<file path="config.mk">
export PLATFORM = sky130hd
export DESIGN_NAME = rebote_multi
export DESIGN_NICKNAME = d
export VERILOG_FILES = /design/src/rtl/rebote_multi.sv
export SDC_FILE = /design/constraint.sdc
export NUM_CORES = 1
export LEC_CHECK = 0
export BUFFER_PORTS_ARGS = -buffer_cell sky130_fd_sc_hd__buf_2
export CELL_PAD_IN_SITES_DETAIL_PLACEMENT = 1
export CELL_PAD_IN_SITES_GLOBAL_PLACEMENT = 2
export CORE_MARGIN = 10
export CORE_UTILIZATION = 41
export DETAILED_ROUTE_END_ITERATION = 7
export PLACE_DENSITY_LB_ADDON = 0.25
export SYNTH_ARGS = -nofsm -noshare
export SYNTH_HDL_FRONTEND = slang
export SYNTH_SLANG_ARGS = --single-unit
</file>
<file path="constraint.sdc">
create_clock -name clk -period 3.6 [get_ports clk]
set_input_delay 0.72 -clock clk [delete_from_list [all_inputs] [get_ports clk]]
set_output_delay 0.72 -clock clk [all_outputs]
set_load 0.02 [all_outputs]
</file>
<file path="src/rtl/rebote_multi.sv">
// rebote_multi: per-channel synchronise + debounce with press/release pulses; long-press pulse under REBOTE_LARGO_EN
module rebote_multi #(
    parameter int N_CH         = 4,
    parameter int SYNC_STAGES  = 2,
    parameter int DEB_CYCLES   = 50000,
    parameter int CNT_W        = 16,
    parameter int LARGO_CYCLES = 1000000
) (
    input  logic            clk,
    input  logic            rst,
    input  logic [N_CH-1:0] boton,
    output logic [N_CH-1:0] boton_sal,
    output logic [N_CH-1:0] pulso_sub,
    output logic [N_CH-1:0] pulso_baj,
    output logic [N_CH-1:0] pulso_largo
);
    localparam logic [CNT_W-1:0] C_FIN = CNT_W'(DEB_CYCLES - 1);
    if (N_CH < 1 || SYNC_STAGES < 2 || DEB_CYCLES < 1 || LARGO_CYCLES < 1 ||
        ((DEB_CYCLES - 1) >> CNT_W) != 0) begin : g_param_err
        $error("rebote_multi: illegal parameter set");
    end
`ifdef REBOTE_LARGO_EN
    localparam int LW = $clog2(LARGO_CYCLES + 1);
    localparam logic [LW-1:0] L_FIN = LW'(LARGO_CYCLES - 1);
`endif
    for (genvar i = 0; i < N_CH; i++) begin : g_ch
        logic [SYNC_STAGES-1:0] sync_q, sync_d;
        logic [CNT_W-1:0]       cnt_q, cnt_d;
        logic                   sal_q, sal_d, sub_q, sub_d, baj_q, baj_d;
        logic                   sy, diff, fin;
        always_comb begin
            sync_d = {sync_q[SYNC_STAGES-2:0], boton[i]};
            sy     = sync_q[SYNC_STAGES-1];
            diff   = sy != sal_q;
            fin    = diff && cnt_q == C_FIN;
            cnt_d  = (diff && !fin) ? cnt_q + 1'b1 : '0;
            sal_d  = fin ? sy : sal_q;
            sub_d  = fin && sy;
            baj_d  = fin && !sy;
        end
        always_ff @(posedge clk) begin
            if (rst) begin
                sync_q <= '0;
                cnt_q  <= '0;
                sal_q  <= 1'b0;
                sub_q  <= 1'b0;
                baj_q  <= 1'b0;
            end else begin
                sync_q <= sync_d;
                cnt_q  <= cnt_d;
                sal_q  <= sal_d;
                sub_q  <= sub_d;
                baj_q  <= baj_d;
            end
        end
        assign boton_sal[i] = sal_q;
        assign pulso_sub[i] = sub_q;
        assign pulso_baj[i] = baj_q;
`ifdef REBOTE_LARGO_EN
        logic [LW-1:0] lc_q, lc_d;
        logic          flag_q, flag_d, largo_q, largo_d;
        // counter saturates at L_FIN; the flag blocks a repeat pulse until release
        always_comb begin
            lc_d    = !sal_q ? '0 : (lc_q == L_FIN ? lc_q : lc_q + 1'b1);
            largo_d = sal_q && !flag_q && lc_d == L_FIN;
            flag_d  = sal_q && (flag_q || largo_d);
        end
        always_ff @(posedge clk) begin
            if (rst) begin
                lc_q    <= '0;
                flag_q  <= 1'b0;
                largo_q <= 1'b0;
            end else begin
                lc_q    <= lc_d;
                flag_q  <= flag_d;
                largo_q <= largo_d;
            end
        end
        assign pulso_largo[i] = largo_q;
`else
        assign pulso_largo[i] = 1'b0;
`endif
    end
endmodule

</file>
Word level (Yosys, flattened, before mapping)
Index checks and enable logic that the tools add are counted.
- add/sub/neg operators: 4
- multiply operators: 0
- divide/modulo/power cells: 0
- order comparisons: 0
- equal/unequal tests: 8
- shift operators: 0
- muxes and demuxes: 0
- bitwise logic cells: 4
- reduce and logical (&&, ||, !) cells: 28
- operators with widths (kind ; count):
    adder 16 x 1 -> 16 bit (second input constant) ; 4
    equality test 16 bit (second input constant) ; 4
    logical AND 1 bit ; 16
    zero test 1 bit ; 8
    OR reduction 2 bit ; 4
    inequality test 1 bit ; 4
    inverter 1 bit ; 4
- flip-flop bits (word level): 84
- bits in latches: 0
- bits in writable memories: 0
- bits in read-only memories: 0
- bits of input ports: 6
- word-level logic and storage cells: 64
- memories kept: 0

Depth between registers and ports, before layout
Gate-level depths: netlist of the first run.
- word-level depth: 6
- mapped depth: 7

Least setup slack after synthesis of the first run
Ideal clock, no wire load.
- kind: input-to-reg
- start: in rst
- end: reg g_ch[2].cnt_q[10]
- setup time: 0.117 ns
- arrival time: 1.549 ns
- setup slack: 1.934 ns
- stages on the path: 5
- path buffers: 2
- cells stage by stage: clkbuf_1 nand2b_1 nand2b_1 buf_2 nor2_1
- word-level cells in the longest chain between the ends: 1
- ends and longest elaborated chain (item ; line ; RTL):
    start: declaration ; 10 ; input logic rst,
    OR reduction 2 bit (no source line) ; - ;
    end signal: assignment ; 50 ; cnt_q <= cnt_d;
    end: declaration ; 28 ; logic [CNT_W-1:0] cnt_q, cnt_d;
Every way passes these cells.
A chain may end at the register's enable or synchronous reset.

Worst setup path after layout of the first run
- start: reg g_ch[2].cnt_q[0]
- end: reg g_ch[2].cnt_q[7]
- word-level cells in the longest chain between the ends: 6
- elaborated cells on any way between the ends: 7
- those cells by class: add/sub: 1; eq/ne: 1; bitwise: 1; reduce/logical: 4
- ends and longest elaborated chain (item):
    branches (longest 6 deep; another with adder 16 x 1 -> 16 bit)
Several ways; the timed one is not identified.

==> flow_summary.ini, run 1 <==
[sta]
fmax_ghz = 0.5153
rsz0062_at_grt = false
fin_crit_ps = 1941
setup_viol_count_final = 0
fin_crit_sh = 0.5391
final-max-slew-violation-count = 0
tns_ps = 0
fin_skew_ps = 9.872
finalHoldViolCount = 0
slew_headroom = 0.5978
tightest_slew_ps = 603.4

[clock_tree]
post_cts_resized = 0
clock-sinks = 84
clkTransAtPathRegs_ps = 90
cts_made_buffers = 9
hold_buffers = 0
clock_latency_ps = 360
htreeDepth = 3
post_cts_buffers = 0
clockBufferDepth = 2
ctsRootBufferMaster = clkbuf_8
cts_tree = done

[routing]
drt_iter0_markers = 76
dr.pass1.iters = 4
num_vias = 2582
routed_wl_mm = 7.112
drc = 0
wire_per_inst_um = 13.86
ant_nets = 0
avgViaCountPerCell = 5.033

[logic_synthesis]
synth_area_leaders = dfxtp_1 47%, xnor2_1 9.2%, nor2_1 7.4%, xor2_1 4.6%, buf_4 3.7%
synth-seq-cells = 84
synth-edff-count = 0
synth_async_sr_flop_share = 0
synth_top_area_frac = 0.4651
ys_warn_count = 0
netlist_area_sq_um = 3616
synth_seq_area_share = 0.4651
synth_cells = 396
netlist_top_cells_count = 84 x dfxtp_1, 71 x nor2_1, 38 x xnor2_1
synth_top_area_cell = dfxtp_1
ys.flop_type = dfxtp_1
synth.most_common_cell = dfxtp_1
syn_area_per_cell_sq_um = 9.131
yosysUniqueCellTypes = 33

[worst_setup_path]
critPathTopFamily = simple AND/OR/NAND/NOR gates
cp_slowest_cell = nand2b_1
start_kind = register
arrival_ps = 2170
path_max_fanout = 15
end_kind = register
cp_cell_sequence = ha_1, and3_1, nand4_1, nand2b_1, nor2_1
crit_required_ps = 3820
critPathBufInv = 0
critPathKind = register to register
max_stage_delay_ps = 510

[floorplan]
die_w_um = 113.9
die_y_um = 113.9
dieArea_sq_um = 12980
core_sq_um = 8636
io_pins = 22
num_rows = 34
start_util = 0.4187

[final_layout]
layout.cells.non_filler = 513
drive_gt1_frac = 0.09630
area_growth_pct = 6.644
utilization = 0.4465
num_antenna_cells = 0
fin_nets = 410

[placed_design]
post-place-cells = 497
hpwlAfterDp_mm = 4.980
gp_congestion = 0.7134
port_buffers = 17

[global_route]
grt_max_degree = 19
grt_pass1_vias = 2676
grt_pass1_wl_mm = 12.57
antenna_found_initial = 0
globalRouteOverflowTotal = 0
grt_usage = 0.1173

[status]
status = finished clean

[power]
p_leak_nw = 1.279
power.density_nw_per_um2 = 413.6
power.ir.vdd_worst_mv = 0.1658
total_power_mw = 1.595

[run]
drv_cap = 0

[hold_path]
holdCritPathClass = register to register
per-layer routing:
metal	global-route usage	up-vias	share of wire
li1	-	1328	-
met1	0.1463	1219	0.50
met2	0.1848	25	0.44
met3	0.04304	10	0.042
met4	0.03509	0	0.013
met5	0	-	0
per-stage QoR:
step / hold slack (ps) / setup slack [ps] / area, sq um
after floorplan: 413.8 / 1934 / 3627
after global placement: 416.1 / 1625 / 3674
after detailed placement: 436.2 / 1567 / 3674
after CTS: 446.5 / 1596 / 3856
after global routing: 459.7 / 1416 / 3856
final: 446.8 / 1659 / 3856
cell usage in the layout (no fill, tap or decap), drive strengths merged:
master and instances:
o41ai 1, clkbuf 9, buf 17, ha 4, xor2 19, nor2b 9
and3 6, and2 3, a21oi 3, mux2i 4, and4 4, or3b 1
a31o 1, nand2b 8, inv 18, clkinvlp 2, nor4b 3, xnor2 38
nand4 23, and4b 1, nor4bb 7, nor3 17, clkinv 3, nand4b 2
nand2 12, nor2 71, conb 4, dfxtp 84, nand3 16, nor4 15
final cells by class:
cell class,instances,area (sq um)
fillers,1023,4780
repair buffers,17,85.08
well taps,108,135.1
inverters,16,60.06
clock buffers,9,123.9
multi-input cells,272,1712
flip-flops and latches,84,1682
clock inverters,7,58.81
path summary, 6_finish.rpt:
kind	from	endpoint	slack, ps	cells past startpoint
max	g_ch[2].cnt_q[0]$_SDFF_PP0_	g_ch[2].cnt_q[7]$_SDFF_PP0_	1660	5
max reg2reg	g_ch[2].cnt_q[0]$_SDFF_PP0_	g_ch[2].cnt_q[7]$_SDFF_PP0_	1660	5
min	g_ch[0].sync_q[0]$_SDFF_PP0_	g_ch[0].sync_q[1]$_SDFF_PP0_	450	1
min reg2reg	g_ch[0].sync_q[0]$_SDFF_PP0_	g_ch[0].sync_q[1]$_SDFF_PP0_	450	1
kinds of logic (layout without fill, tap and decap cells):
kind of cell / Yosys count / in the layout / share of synthesized area
adders and majority gates: 4 / 4 / 0.01384
other: 1 / 4 / 0.001037
xor gates and xnor gates: 57 / 57 / 0.1381
and+or+nand+nor: 198 / 198 / 0.2972
DFF: 84 / 84 / 0.4651
AOI/OAI and AO/OA: 5 / 5 / 0.008996
muxes: 4 / 4 / 0.01107
buffers and inverters: 43 / 49 / 0.06471
flip-flops by register name, indices dropped and copies added (netlist names):
signal	cells
g_ch.cnt_q	64
g_ch.sync_q	8
g_ch.baj_q	4
g_ch.sal_q	4
g_ch.sub_q	4
report_power, final:
group / leakage [nW] / internal (mW) / switching (mW) / total (mW)
registers: 0.678 / 0.934 / 0.00379 / 0.938
clock network: 0.0864 / 0.259 / 0.375 / 0.634
logic: 0.514 / 0.00701 / 0.0163 / 0.0233
worst reg2reg max path, cell delays in order, from the launching register on:
cell and delay [ps]:
dfxtp_1 380, ha_1 350, and3_1 250, nand4_1 190
nand2b_1 510, nor2_1 120
Power figures use the tool's default switching activity.
==> run 2: changes to the inputs <==
--- a/config.mk
+++ b/config.mk
@@ -9,7 +9,7 @@
 export CELL_PAD_IN_SITES_DETAIL_PLACEMENT = 1
 export CELL_PAD_IN_SITES_GLOBAL_PLACEMENT = 2
 export CORE_MARGIN = 10
-export CORE_UTILIZATION = 41
+export CORE_UTILIZATION = 34
 export DETAILED_ROUTE_END_ITERATION = 7
 export PLACE_DENSITY_LB_ADDON = 0.25
 export SYNTH_ARGS = -nofsm -noshare
==> constraint.sdc (replaced) <==
create_clock -name clk -period 1.75 [get_ports clk]
set_input_delay 0.35 -clock clk [delete_from_list [all_inputs] [get_ports clk]]
set_output_delay 0.35 -clock clk [all_outputs]
set_load 0.02 [all_outputs]
==> run 2 against run 1 <==
  * Non-clock buffer count increased by 12
  * Core utilization decreased by 5.3 points
  * Die area increased by 17%
  * Maximum frequency increased by 23%
  * Sequential cell count unchanged
  * Global-route usage decreased by 1.1 points
  * Combinational power increased by 150%
  * Critical endpoint is now g_ch[0].cnt_q[15]$_SDFF_PP0_
==> flow_summary.ini, run 2 (same netlist as run 1, synthesis figures left out) <==
[sta]
tns_ps = 0
fin_crit_ps = 1583
final-max-slew-violation-count = 0
rsz0062_at_grt = false
setup_viol_count_final = 0
fin_skew_ps = 8.228
finalHoldViolCount = 0
fin_crit_sh = 0.9045
fmax_ghz = 0.6318
whs_ps = 202.3

[routing]
dr.pass1.iters = 4
routed_wl_mm = 7.536
ant_nets = 0
num_vias = 2617
avgViaCountPerCell = 4.732
drc = 0
wire_per_inst_um = 13.63
drt_iter0_markers = 109

[clock_tree]
clock-sinks = 84
cts_tree = done
htreeDepth = 3
clkTransAtPathRegs_ps = 80
clockBufferDepth = 2
cts_made_buffers = 9
clock_latency_ps = 360
ctsRootBufferMaster = clkbuf_8

[run]
drv_cap = 0

[final_layout]
layout.cells.non_filler = 553
largest_register_ffs = 64
reg_top3 = g_ch.cnt_q: 64 flops, g_ch.sync_q: 8 flops
num_antenna_cells = 0
n_fill_cell = 1202
area_growth_pct = 12.39
fin_nets = 422
drive_gt1_frac = 0.1295
register_area_sq_um = 1682
layout_commonest_cell = dfxtp_1
final_area_sq_um = 4064
layout_common_cells = 84 x dfxtp_1, 71 x nor2_1, 38 x xnor2_1, 21 x nand4_1, 19 x xor2_1
top_register = g_ch.cnt_q
multiInputGateArea_sq_um = 1729

[global_route]
grt_pass1_wl_mm = 12.99
grt_max_degree = 16
grt_pass1_vias = 2703
antenna_found_initial = 0
globalRouteOverflowTotal = 0
grt_usage = 0.1066

[worst_setup_path]
cp_slowest_cell = dfxtp_1
start_kind = register
critPathKind = register to register
cp_cell_sequence = ha_1, and3_2, nand4_1, nand2_1, buf_4, a21oi_1
path_max_fanout = 14
end_kind = register
arrival_ps = 1820
crit_required_ps = 1990
max_stage_delay_ps = 410

[power]
total_power_mw = 3.591
p_leak_nw = 1.364
power.ir.vdd_worst_mv = 0.4730
power.density_nw_per_um2 = 883.5

[hold_path]
holdCritPathClass = input port to register

[placed_design]
placed_area_sq_um = 3804
gp_congestion = 0.7174
post-place-cells = 536
hpwlAfterDp_mm = 5.300
port_buffers = 17

[floorplan]
start_util = 0.3503
core_sq_um = 10320
die_w_um = 123.1
die_y_um = 123.1
io_pins = 22
num_rows = 37
dieArea_sq_um = 15160

[status]
status = finished clean
run 2: changes by cell type in the layout (fill, tap and decap cells not counted):
cell	delta
buf_12	+1
buf_4	+11
bufinv_16	+2
clkbuf_8	+2
clkinv_4	-2
inv_6	-2
nand3_1	-1
nand3_2	+1
nor4_1	-2
nor4_2	+2
run 2: final cells by class:
type / instances / share of cell area
multi-input combinational: 272 / 0.4255
sequential: 84 / 0.4138
timing repair buffer: 29 / 0.04618
tap: 136 / 0.04187
clock buffer: 11 / 0.03725
clock inverter: 5 / 0.02063
inverter: 16 / 0.01478
run 2: timing repair:
item | in CTS | in global routing
setup endpoints to repair | 0 | 13
hold buffers | 0 | 0
resized for setup | 0 | 3
buffers inserted | 0 | 1
run 2: stage by stage:
step / worst slack (ps) / util
after detailed placement: 111.5 / 0.3684
after global routing: 25.99 / 0.3936
after floorplan: 141.3 / -
final: 167.2 / 0.3936
after global placement: 173.1 / 0.3684
after CTS: 70.21 / 0.3912
run 2: final timing paths:
path | endpoint | startpoint | depth (start not counted) | slack [ps]
max | g_ch[0].cnt_q[15]$_SDFF_PP0_ | g_ch[0].cnt_q[0]$_SDFF_PP0_ | 6 | 170
min | g_ch[0].sync_q[0]$_SDFF_PP0_ | boton[0] | 2 | 200
max reg2reg | g_ch[0].cnt_q[15]$_SDFF_PP0_ | g_ch[0].cnt_q[0]$_SDFF_PP0_ | 6 | 170
min reg2reg | g_ch[3].sync_q[1]$_SDFF_PP0_ | g_ch[3].sync_q[0]$_SDFF_PP0_ | 1 | 440
run 2: routing by layer:
| metal | share of wire | vias up | wire [um] | GRT usage |
|---|---|---|---|---|
| li1 | - | 1351 | - | - |
| met1 | 0.48 | 1231 | 3619 | 0.1289 |
| met2 | 0.45 | 26 | 3414 | 0.1688 |
| met3 | 0.054 | 9 | 409 | 0.04649 |
| met4 | 0.012 | 0 | 92 | 0.03057 |
| met5 | 0 | - | 0 | 0 |
run 2: where the power goes:
part	internal (mW)	switching, mW
clock network	0.884	0.722
registers	1.92	0.00734
logic	0.0219	0.0354
run 2: critical path, delay by kind of cell (launching register included):
kind                     cells  cell delay, ps
AO/OA/AOI/OAI                1              60
buffers and inverters        1             210
AND/OR/NAND/NOR              3             540
flip-flops                   1             410
adder cells (fa/ha/maj)      1             230
